**src/rtl/ws_pkg.sv**
```systemverilog
// ws_pkg: shared inst bit positions, FSM state enum and idle instruction word for the ws_inst_seq slice
package ws_pkg;
    localparam int INST_W        = 40;
    localparam int INST_LOAD     = 0;
    localparam int INST_EXEC     = 1;
    localparam int INST_MODE     = 2;
    localparam int INST_L0_WR    = 3;
    localparam int INST_L0_RD    = 4;
    localparam int INST_IFIFO_RD = 5;
    localparam int INST_IFIFO_WR = 6;
    localparam int INST_OFIFO_RD = 7;
    localparam int INST_A0       = 8;
    localparam int INST_WEN0     = 16;
    localparam int INST_CEN0     = 17;
    localparam int INST_A1       = 18;
    localparam int INST_CEN1     = 26;
    localparam int INST_A_PMEM   = 27;
    localparam int INST_WEN_PMEM = 36;
    localparam int INST_CEN_PMEM = 37;
    localparam int INST_ACC      = 38;
    localparam int INST_BYPASS   = 39;

    typedef enum logic [2:0] {IDLE, LOAD_W, EXEC, FLUSH, DRAIN, WAIT_PS, DONE} ws_state_e;

    function automatic logic [INST_W-1:0] inst_idle();
        logic [INST_W-1:0] w;
        w = '0;
        w[INST_CEN_PMEM] = 1'b1;
        w[INST_WEN_PMEM] = 1'b1;
        w[INST_CEN1] = 1'b1;
        w[INST_CEN0] = 1'b1;
        w[INST_WEN0] = 1'b1;
        return w;
    endfunction
endpackage

```
**src/rtl/ws_inst_seq_if.sv**
```systemverilog
// ws_inst_seq_if: sequencer bus (start, l0_ready, ofifo_valid in; inst, busy, done, kij_idx, stall_cnt under WS_SEQ_PERF_EN out) with master/slave modports
interface ws_inst_seq_if;
    import ws_pkg::*;
    logic              start;
    logic              l0_ready;
    logic              ofifo_valid;
    logic [INST_W-1:0] inst;
    logic              busy;
    logic              done;
    logic [3:0]        kij_idx;
`ifdef WS_SEQ_PERF_EN
    logic [15:0]       stall_cnt;
    modport master (input start, l0_ready, ofifo_valid, output inst, busy, done, kij_idx, stall_cnt);
    modport slave (output start, l0_ready, ofifo_valid, input inst, busy, done, kij_idx, stall_cnt);
`else
    modport master (input start, l0_ready, ofifo_valid, output inst, busy, done, kij_idx);
    modport slave (output start, l0_ready, ofifo_valid, input inst, busy, done, kij_idx);
`endif
endinterface

```
**src/rtl/ws_ctrl_dly.sv**
```systemverilog
// ws_ctrl_dly: DEPTH-deep 3-bit shift line for mode/execute/load tags; ports clk, reset (sync active-low clear), din, dout
module ws_ctrl_dly #(
    parameter int DEPTH = 3
) (
    input  logic       clk,
    input  logic       reset,
    input  logic [2:0] din,
    output logic [2:0] dout
);
    logic [2:0] line [DEPTH];
    always_ff @(posedge clk) begin
        if (!reset) begin
            for (int i = 0; i < DEPTH; i++) line[i] <= 3'b000;
        end else begin
            line[0] <= din;
            for (int i = 1; i < DEPTH; i++) line[i] <= line[i-1];
        end
    end
    assign dout = line[DEPTH-1];
endmodule

```
**src/rtl/ws_inst_seq.sv**
```systemverilog
// ws_inst_seq: weight-stationary instruction sequencer building the registered 40-bit core inst; ports clk, reset (sync active-low), bus (ws_inst_seq_if.master); WS_SEQ_PERF_EN adds bus.stall_cnt
module ws_inst_seq
    import ws_pkg::*;
#(
    parameter int         COL       = 8,
    parameter int         LEN_KIJ   = 9,
    parameter int         LEN_NIJ   = 2,
    parameter logic [7:0] W_BASE    = 8'h80,
    parameter int         W_STRIDE  = 8,
    parameter logic [7:0] X_BASE    = 8'h00,
    parameter int         CTRL_DLY  = 3,
    parameter int         DRAIN_CYC = 19
) (
    input logic           clk,
    input logic           reset,
    ws_inst_seq_if.master bus
);
    localparam logic [7:0] T_LAST = 8'(COL - 1);
    localparam logic [7:0] N_LAST = 8'(LEN_NIJ - 1);
    localparam logic [7:0] D_LAST = 8'(DRAIN_CYC - 1);
    localparam logic [3:0] K_LAST = 4'(LEN_KIJ - 1);
    localparam logic [8:0] P_MAX  = 9'(LEN_KIJ * LEN_NIJ);

    ws_state_e         state, nxt;
    logic [7:0]        t, n, d, addr;
    logic [3:0]        kij;
    logic [8:0]        psum_cnt;
    logic [2:0]        tag, ctrl;
    logic              issue, wr, accept;
    logic [INST_W-1:0] inst_q, inst_d;

    assign accept = state == IDLE && bus.start;
    assign wr = state != IDLE && bus.ofifo_valid;

    always_comb begin
        nxt = state;
        issue = 1'b0;
        addr = 8'h00;
        tag = 3'b000;
        case (state)
            IDLE: nxt = bus.start ? LOAD_W : IDLE;
            LOAD_W: begin
                issue = bus.l0_ready;
                addr = W_BASE + 8'(W_STRIDE * int'(kij)) + t;
                tag = {2'b00, issue};
                nxt = issue && t == T_LAST ? EXEC : LOAD_W;
            end
            EXEC: begin
                issue = bus.l0_ready;
                addr = X_BASE + n;
                tag = {1'b0, issue, 1'b0};
                nxt = issue && n == N_LAST ? FLUSH : EXEC;
            end
            FLUSH: begin
                tag = 3'b111;
                nxt = DRAIN;
            end
            DRAIN: nxt = d != D_LAST ? DRAIN : kij == K_LAST ? WAIT_PS : LOAD_W;
            WAIT_PS: nxt = psum_cnt == P_MAX ? DONE : WAIT_PS;
            DONE: nxt = IDLE;
            default: nxt = IDLE;
        endcase
    end

    always_comb begin
        inst_d = inst_idle();
        inst_d[INST_CEN0] = ~issue;
        inst_d[INST_A0 +: 8] = issue ? addr : 8'h00;
        inst_d[INST_OFIFO_RD] = wr;
        inst_d[INST_CEN_PMEM] = ~wr;
        inst_d[INST_WEN_PMEM] = ~wr;
        inst_d[INST_A_PMEM +: 9] = wr ? psum_cnt : 9'h000;
        inst_d[INST_L0_WR] = ~inst_q[INST_CEN0];
        inst_d[INST_L0_RD] = inst_q[INST_L0_WR];
        inst_d[INST_LOAD +: 3] = ctrl;
    end

    ws_ctrl_dly #(.DEPTH(CTRL_DLY)) u_dly (
        .clk  (clk),
        .reset(reset),
        .din  (tag),
        .dout (ctrl)
    );

    always_ff @(posedge clk) begin
        if (!reset) begin
            state <= IDLE;
            t <= 8'h00;
            n <= 8'h00;
            d <= 8'h00;
            kij <= 4'h0;
            psum_cnt <= 9'h000;
            inst_q <= inst_idle();
        end else begin
            state <= nxt;
            t <= state == LOAD_W ? t + 8'(issue) : 8'h00;
            n <= state == EXEC ? n + 8'(issue) : 8'h00;
            d <= state == DRAIN ? d + 8'h01 : 8'h00;
            kij <= accept ? 4'h0 : kij + 4'(state == DRAIN && d == D_LAST);
            psum_cnt <= accept ? 9'h000 : psum_cnt + 9'(wr && psum_cnt != P_MAX);
            inst_q <= inst_d;
        end
    end

`ifdef WS_SEQ_PERF_EN
    logic [15:0] stall_q;
    always_ff @(posedge clk) begin
        if (!reset || accept) stall_q <= 16'h0000;
        else if ((state == LOAD_W || state == EXEC) && !bus.l0_ready && stall_q != 16'hFFFF) stall_q <= stall_q + 16'h0001;
    end
    assign bus.stall_cnt = stall_q;
`endif

    assign bus.inst = inst_q;
    assign bus.busy = state != IDLE;
    assign bus.done = state == DONE;
    assign bus.kij_idx = kij;
endmodule

```
**src/flat_wrapper.sv**
```systemverilog
// flat-port wrapper written by rule: the top's interface ports become plain ports
module ws_inst_seq_flat import ws_pkg::*;
#(
    parameter int         COL       = 8,
    parameter int         LEN_KIJ   = 9,
    parameter int         LEN_NIJ   = 2,
    parameter logic [7:0] W_BASE    = 8'h80,
    parameter int         W_STRIDE  = 8,
    parameter logic [7:0] X_BASE    = 8'h00,
    parameter int         CTRL_DLY  = 3,
    parameter int         DRAIN_CYC = 19
)
  (clk, reset, bus_start, bus_l0_ready, bus_ofifo_valid, bus_inst, bus_busy, bus_done, bus_kij_idx);
  ws_inst_seq_if bus_i ();
  input logic clk;
  input logic reset;
  input wire logic [$bits(bus_i.start)-1:0] bus_start;
  input wire logic [$bits(bus_i.l0_ready)-1:0] bus_l0_ready;
  input wire logic [$bits(bus_i.ofifo_valid)-1:0] bus_ofifo_valid;
  output wire logic [$bits(bus_i.inst)-1:0] bus_inst;
  output wire logic [$bits(bus_i.busy)-1:0] bus_busy;
  output wire logic [$bits(bus_i.done)-1:0] bus_done;
  output wire logic [$bits(bus_i.kij_idx)-1:0] bus_kij_idx;
  assign bus_i.start = bus_start;
  assign bus_i.l0_ready = bus_l0_ready;
  assign bus_i.ofifo_valid = bus_ofifo_valid;
  assign bus_inst = bus_i.inst;
  assign bus_busy = bus_i.busy;
  assign bus_done = bus_i.done;
  assign bus_kij_idx = bus_i.kij_idx;
  ws_inst_seq #(.COL(COL), .LEN_KIJ(LEN_KIJ), .LEN_NIJ(LEN_NIJ), .W_BASE(W_BASE), .W_STRIDE(W_STRIDE), .X_BASE(X_BASE), .CTRL_DLY(CTRL_DLY), .DRAIN_CYC(DRAIN_CYC)) u_core (.clk(clk), .reset(reset), .bus(bus_i));
endmodule
```
**config.mk**
```make
export PLATFORM = sky130hd
export DESIGN_NAME = ws_inst_seq_flat
export DESIGN_NICKNAME = d
export VERILOG_FILES = /design/src/rtl/ws_pkg.sv /design/src/rtl/ws_inst_seq_if.sv /design/src/rtl/ws_ctrl_dly.sv /design/src/rtl/ws_inst_seq.sv /design/src/flat_wrapper.sv
export SDC_FILE = /design/constraint.sdc
export NUM_CORES = 1
export LEC_CHECK = 0
export CAP_MARGIN = 20
export CORE_UTILIZATION = 56
export DETAILED_ROUTE_END_ITERATION = 8
export DONT_BUFFER_PORTS = 1
export PLACE_DENSITY = 0.71
export SLEW_MARGIN = 40
export SYNTH_ARGS = -nofsm -noshare
export SYNTH_HDL_FRONTEND = slang
export SYNTH_SLANG_ARGS = --single-unit
```
**constraint.sdc**
```tcl
create_clock -name clk -period 2.23 [get_ports clk]
set_clock_uncertainty 0.1 [all_clocks]
set_input_delay 0 -clock clk [delete_from_list [all_inputs] [get_ports clk]]
set_output_delay 0 -clock clk [all_outputs]
set_load 0.05 [all_outputs]
```
==> results of run 1 <==
==> cell usage after synthesis, types with 2 or more instances <==
master,number
xnor2_1,15
clkbuf_1,6
a22oi_1,6
nor2_1,42
nor2b_1,3
or3_1,6
nor4_1,2
inv_1,2
and3_1,14
and2_1,20
dfxtp_1,74
conb_1,2
xor2_1,12
nand2_1,20
nand3_1,13
a21oi_1,5
buf_4,17
ha_1,14
nand4_1,3
o31ai_1,2
nor3b_1,3
nor3_1,4
nor4b_1,3
buf_2,2
a21o_1,2
o21ai_0,3
==> flip-flops by register name (all words and copies together), names as in the netlist <==
name,cells
u_core.u_dly.line,9
u_core.bus.inst,25
u_core.state,3
u_core.n,8
u_core.psum_cnt,9
u_core.d,8
u_core.bus.kij_idx,4
u_core.t,8
==> worst paths after layout <==
check                                                   startpoint                                  to  slack (ns)
worst max register to register       u_core.psum_cnt[2]$_SDFF_PP0_       u_core.psum_cnt[8]$_SDFF_PP0_        0.15
worst max-delay path                 u_core.psum_cnt[2]$_SDFF_PP0_       u_core.psum_cnt[8]$_SDFF_PP0_        0.15
worst min-delay path                                         reset          u_core.state[1]$_SDFF_PN0_        0.01
worst min register to register  u_core.u_dly.line[1][2]$_SDFF_PN0_  u_core.u_dly.line[2][2]$_SDFF_PN0_        0.33
==> timing repair <==
action,4_1_cts,5_1_grt
hold buffers,4,0
hold endpoints to repair,73,0
setup endpoints to repair,0,7
resized for setup,0,3
==> logic make-up after synthesis <==
logic type | synth area share
compound gates | 0.0572
xor+xnor | 0.0789
fa+ha+maj | 0.0651
buf+inv | 0.0559
flops | 0.494
mux | 0.00334
other cells | 0.00251
simple gates | 0.243
==> layout make-up <==
type | count | share of cell area
well taps | 70 | 0.0266
inverters | 2 | 0.00228
flip-flops and latches | 74 | 0.450
multi-input cells | 221 | 0.425
clock inverters | 3 | 0.0121
clock buffers | 12 | 0.0440
repair buffers | 17 | 0.0402
==> power by group through the flow <==
stage               Combinational, mW  Clock (mW)  Sequential (mW)
global route                    0.129        1.08             1.35
global placement                0.106           0             1.38
finish                          0.120       0.990             1.35
CTS                             0.120        1.01             1.35
floorplan                       0.124           0             1.37
detailed placement              0.106           0             1.38
==> metal layers <==
layer,vias up,part of all wire,track usage
li1,1044,-,-
met2,40,0.47,0.313
met5,-,0,0
met4,0,0.018,0.0926
met3,8,0.040,0.0616
met1,934,0.48,0.245
==> through the flow <==
stage          std cells  power, mW  utilization  hold WS (ns)
3_3_place_gp         380       1.48        0.597        0.0211
6_report             399       2.46        0.642        0.0125
5_1_grt              399       2.56        0.642        0.0262
3_5_place_dp         380       1.48        0.597        0.0270
2_1_floorplan        322       1.49            -        0.0516
4_1_cts              399       2.48        0.641        0.0297
==> results.yml, run 1 <==
synth:
  synthesis.yosys.warnings: 0
  per_instance_average_area_after_synthesis_um2: 9.67
  synth-edff-count: 0
  ys_async_sr_fraction: 0
  synth.yosys.seq_area_share: 0.494
  synth.cell_area_um2: 3000
  ys.flop_type: "dfxtp_1"
  synthesis.instances: 310
  netlist.top_cell.by_area: "dfxtp_1"
  post_synth_cell_types: 41
  synth_largest_type_area_fraction: 0.494
  yosys-top-cells-area: "dfxtp_1 (49%), ha_1 (5.8%), nor2_1 (5.3%), xnor2_1 (4.4%), buf_4 (4.3%)"
  synth_seq_cells: 74
setup_path:
  max_fo_critical_path: 3
  worst-path-buf-inv: 0
  required_ns: 2.35
  critical-path-top-delay-family: "simple AND/OR/NAND/NOR gates"
  crit_cells: 9
  cp_data_arrival_time_ns: 2.20
  crit_slowest_cell: "or4_4"
  timing.critical_path.slowest_cell_delay_ns: 0.54
  timing.setup.critical_path_class: "reg2reg"
  timing.critical_path.to_type: "register"
  cp-start-kind: "register"
  reg2reg_depth: 9
  crit_path_cell_trace: "or4_4, nor3_4, nor2_1, ha_2, ha_2, nand2_1, nor3_1, xnor2_1, nor2_1"
flow_run:
  maxCapViolCount: 0
die:
  placeableCoreArea_um2: 5140
  start_util: 0.583
  die-width_um: 75.2
  dieArea_um2: 5650
  dieHeight_um: 75.2
  io_pins: 51
  placementRows: 26
finish:
  layout_common_cells: "dfxtp_1 (73), nor2_1 (42), nand2_1 (20), and2_1 (20), xnor2_1 (15)"
  antenna_cells_inserted: 0
  synthToLayoutAreaGrowth_pct: 10.1
  multi_input_area_um2: 1400
  post_route_cells_drive_above_1_share: 0.109
  fillCellCount: 458
  postLayoutCellArea_um2: 3300
  layout.area.seq_um2: 1480
  num-nets-final: 345
  most_frequent_standard_cell_in_the_layout_excluding_fill_and_tap_cells: "dfxtp_1"
sta:
  worst-slew-pin-transition_ns: 0.695
  maxClockFrequency_ghz: 0.480
  rsz0062_at_grt: "no"
  setup_tns_ns: 0
  report.final.slew_viol_count: 0
  setup_ws_ns: 0.146
  setup_viol: 0
  worst_slew_margin_rel: 0.536
  finalWorstPathRequiredPeriod_ns: 2.08
  period_share: 0.934
  hold_viol_final: 0
power_and_ir_drop:
  p_clk_frac: 0.403
  power_switching_share: 0.230
  comb_power_share: 0.049
  cell_internal_pwr_mw: 1.89
  static-leakage-power_nw: 1.36
  vdd.ir_drop.worst_mv: 0.507
  p_per_area_nw_per_um2: 745
  p_seq_frac: 0.548
  switching_power_summed_over_all_nets_mw: 0.565
cts:
  cts_inserted_buffers: 9
  max-clock-path-buffers: 2
  post-cts-setup-buffer-count: 0
  clk_lat_worst_skew_ns: 0.34
  cts-htree-levels: 3
  tritoncts_clock_tree: "yes"
  numClockSinks: 74
  clkTransAtPathRegs_ns: 0.07
  cts.root.buffer_cell: "clkbuf_8"
detailed_routing:
  vias: 2026
  routedWlPerCell_um: 12.8
  drtAntennaViolNets: 0
  initialDrtViolationCount: 58
  drt_drc_violations_left: 0
  wl_um: 5090
  route.detailed.vias_per_inst: 5.08
  detail_route.first_pass.iterations: 4
place:
  numPortBuffers: 0
  detailed_place_hpwl_um: 3580
  placement_stage_cell_area_um2: 3070
  pre_cts_slack_ns: 0.0548
  place.gp.congestion: 0.807
global_routing:
  grt_antenna_before_repair: 0
  grt.total_usage: 0.197
  grt_max_degree: 32
  grt-ovfl-total: 0
  first_global_vias: 1788
  grt_pass1_wl_um: 8080
hold_path:
  hold_depth: 2
  hp-class: "in2reg"
run_status:
  run_status: "complete, no violations"
Note: power is estimated with default switching activity, not from simulation.
==> inputs of run 2 (changes only) <==
--- a/config.mk
+++ b/config.mk
@@ -6,10 +6,10 @@
 export NUM_CORES = 1
 export LEC_CHECK = 0
 export CAP_MARGIN = 20
-export CORE_UTILIZATION = 56
+export CORE_UTILIZATION = 40
 export DETAILED_ROUTE_END_ITERATION = 8
 export DONT_BUFFER_PORTS = 1
-export PLACE_DENSITY = 0.71
+export PLACE_DENSITY = 0.53
 export SLEW_MARGIN = 40
 export SYNTH_ARGS = -nofsm -noshare
 export SYNTH_HDL_FRONTEND = slang
==> constraint.sdc (replaced) <==
create_clock -name clk -period 1.8 [get_ports clk]
set_clock_uncertainty 0.1 [all_clocks]
set_input_delay 0 -clock clk [delete_from_list [all_inputs] [get_ports clk]]
set_output_delay 0 -clock clk [all_outputs]
set_load 0.05 [all_outputs]
==> results.yml, run 2 (synthesized netlist as in run 1, its figures left out) <==
cts:
  cts_inserted_buffers: 9
  max-clock-path-buffers: 2
  clk_lat_worst_skew_ns: 0.35
  numClockSinks: 74
  cts-htree-levels: 3
  clkTransAtPathRegs_ns: 0.08
  tritoncts_clock_tree: "yes"
  cts.root.buffer_cell: "clkbuf_8"
finish:
  largest_register_ffs: 25
  final_core_util: 0.539
  num-nets-final: 381
  antenna_cells_inserted: 0
  postLayoutCellArea_um2: 3910
  most_frequent_standard_cell_in_the_layout_excluding_fill_and_tap_cells: "dfxtp_1"
  synthToLayoutAreaGrowth_pct: 30.5
  post_route_cells_drive_above_1_share: 0.276
  post_layout_nonfiller_instances: 465
  layout_common_cells: "dfxtp_1 (66), nor2_1 (41), buf_4 (38), and2_1 (20), nand2_1 (18)"
  fillCellCount: 666
detailed_routing:
  route.detailed.vias_per_inst: 4.72
  detail_route.first_pass.iterations: 4
  vias: 2193
  wl_um: 5790
  drt_drc_violations_left: 0
  initialDrtViolationCount: 52
  routedWlPerCell_um: 12.5
  drtAntennaViolNets: 0
place:
  pre_cts_slack_ns: -0.161
  placement_stage_cell_area_um2: 3340
  detailed_place_hpwl_um: 3930
  place.detailed.instances: 433
  place.gp.congestion: 0.838
  numPortBuffers: 0
run_status:
  run_status: "finished, violations left"
  violations: "negative hold slack, negative setup slack"
setup_path:
  timing.critical_path.slowest_cell_delay_ns: 0.54
  crit_path_cell_trace: "or4_4, nor3_4, nor2_1, ha_2, ha_4, nand3_1, xor2_1, nor2_1"
  cp_data_arrival_time_ns: 2.11
  r2r-start: "u_core.psum_cnt[8]$_SDFF_PP0_"
  r2r-end: "u_core.psum_cnt[4]$_SDFF_PP0_"
  reg2reg_depth: 8
  path_common_cell: "nor2_1"
  rrSetupSlack_ns: -0.18
  crit_slowest_cell: "or4_4"
  max_fo_critical_path: 3
  timing.setup.critical_path_class: "reg2reg"
  required_ns: 1.92
  cp-start-kind: "register"
  timing.critical_path.to_type: "register"
die:
  start_util: 0.413
  dieHeight_um: 88.6
  placeableCoreArea_um2: 7250
  placementRows: 31
  dieArea_um2: 7840
  io_pins: 51
  die-width_um: 88.6
global_routing:
  grt_pass1_wl_um: 9300
  grt.total_usage: 0.160
  first_global_vias: 2018
  grt-ovfl-total: 0
  grt_max_degree: 32
  grt_antenna_before_repair: 0
sta:
  setup_viol: 10
  setup_ws_ns: -0.184
  maxClockFrequency_ghz: 0.504
  period_share: 1.10
  finalWorstPathRequiredPeriod_ns: 1.98
  worst_slew_margin_rel: 0.656
  rsz0062_at_grt: "yes"
  hold_viol_final: 61
  hold_slack_ns: -0.318
  worst-slew-pin-transition_ns: 0.518
  report.final.slew_viol_count: 0
power_and_ir_drop:
  p_per_area_nw_per_um2: 823
  static-leakage-power_nw: 1.61
  vdd.ir_drop.worst_mv: 0.305
hold_path:
  hold_depth: 1
  hp-class: "in2reg"
  worst_hold_start: "reset"
  hold-path-endpoint: "u_core.state[1]$_SDFF_PN0_"
flow_run:
  maxCapViolCount: 0
==> run 2: changes by cell type in the layout (fill, tap and decap cells not counted), sizes merged <==
cell	delta
buf	+25
bufinv	+1
clkinvlp	+3
clkinv	-1
dlygate4sd3	+11
clkbuf	-2
==> run 2: routing by layer <==
metal | vias to the layer above | track usage | share of wire
met4 | 0 | 0.0836 | 0.021
li1 | 1116 | - | -
met2 | 35 | 0.255 | 0.48
met3 | 10 | 0.0373 | 0.030
met1 | 1032 | 0.201 | 0.46
met5 | - | 0 | 0
==> run 2: per-stage QoR <==
step | hold WS (ns) | TNS (ns) | power, mW
floorplan | 0.0516 | -0.257 | 1.86
global placement | 0.0256 | -0.351 | 1.85
detailed placement | 0.0267 | -0.610 | 1.85
CTS | -0.340 | -0.968 | 3.25
global route | -0.340 | -2.20 | 3.35
finish | -0.318 | -1.09 | 3.22
==> run 2: report_power, final <==
group	total, mW	switching [mW]	internal [mW]
clock	1.39	0.610	0.782
sequential	1.66	0.0141	1.64
combinational	0.168	0.125	0.0431
total	3.22	0.750	2.47
==> run 2: repair_timing <==
| item | 4_1_cts | 5_1_grt |
|---|---|---|
| hold buffers | 14 | 1 |
| endpoints found under the hold margin | 73 | 53 |
| resized for setup | 13 | 28 |
| buffers inserted | 3 | 1 |
| pin swaps | 4 | 14 |
| gates cloned | 0 | 0 |
| setup endpoints to repair | 13 | 23 |
==> run 2: how the worst max path moves through the flow <==
stage / slack, ns / endpoint / startpoint / depth (start not counted)
after floorplan: -0.11 / u_core.psum_cnt[8]$_SDFF_PP0_ / u_core.psum_cnt[8]$_SDFF_PP0_ / 9
after global placement: -0.12 / u_core.psum_cnt[8]$_SDFF_PP0_ / u_core.psum_cnt[8]$_SDFF_PP0_ / 9
after detailed placement: -0.16 / u_core.psum_cnt[8]$_SDFF_PP0_ / u_core.psum_cnt[8]$_SDFF_PP0_ / 9
after CTS: -0.16 / u_core.psum_cnt[4]$_SDFF_PP0_ / u_core.psum_cnt[8]$_SDFF_PP0_ / 8
after global routing: -0.27 / u_core.psum_cnt[6]$_SDFF_PP0_ / u_core.psum_cnt[8]$_SDFF_PP0_ / 9
final: -0.18 / u_core.psum_cnt[4]$_SDFF_PP0_ / u_core.psum_cnt[8]$_SDFF_PP0_ / 8
==> run 2: layout make-up <==
| type | count | area (µm²) | share of cell area |
|---|---|---|---|
| clock buffers | 10 | 128 | 0.0326 |
| clock inverters | 6 | 91.3 | 0.0234 |
| inverters | 2 | 7.51 | 0.00192 |
| multi-input cells | 221 | 1620 | 0.415 |
| flip-flops and latches | 74 | 1500 | 0.383 |
| well taps | 99 | 124 | 0.0317 |
| repair buffers | 53 | 437 | 0.112 |
==> run 2: critical path: cells and delay by family (launching register included) <==
family                   cells  cell delay [ns]
XOR/XNOR                     1             0.17
adder cells (fa/ha/maj)      2             0.35
flip-flops                   1             0.33
AND/OR/NAND/NOR              5             0.91
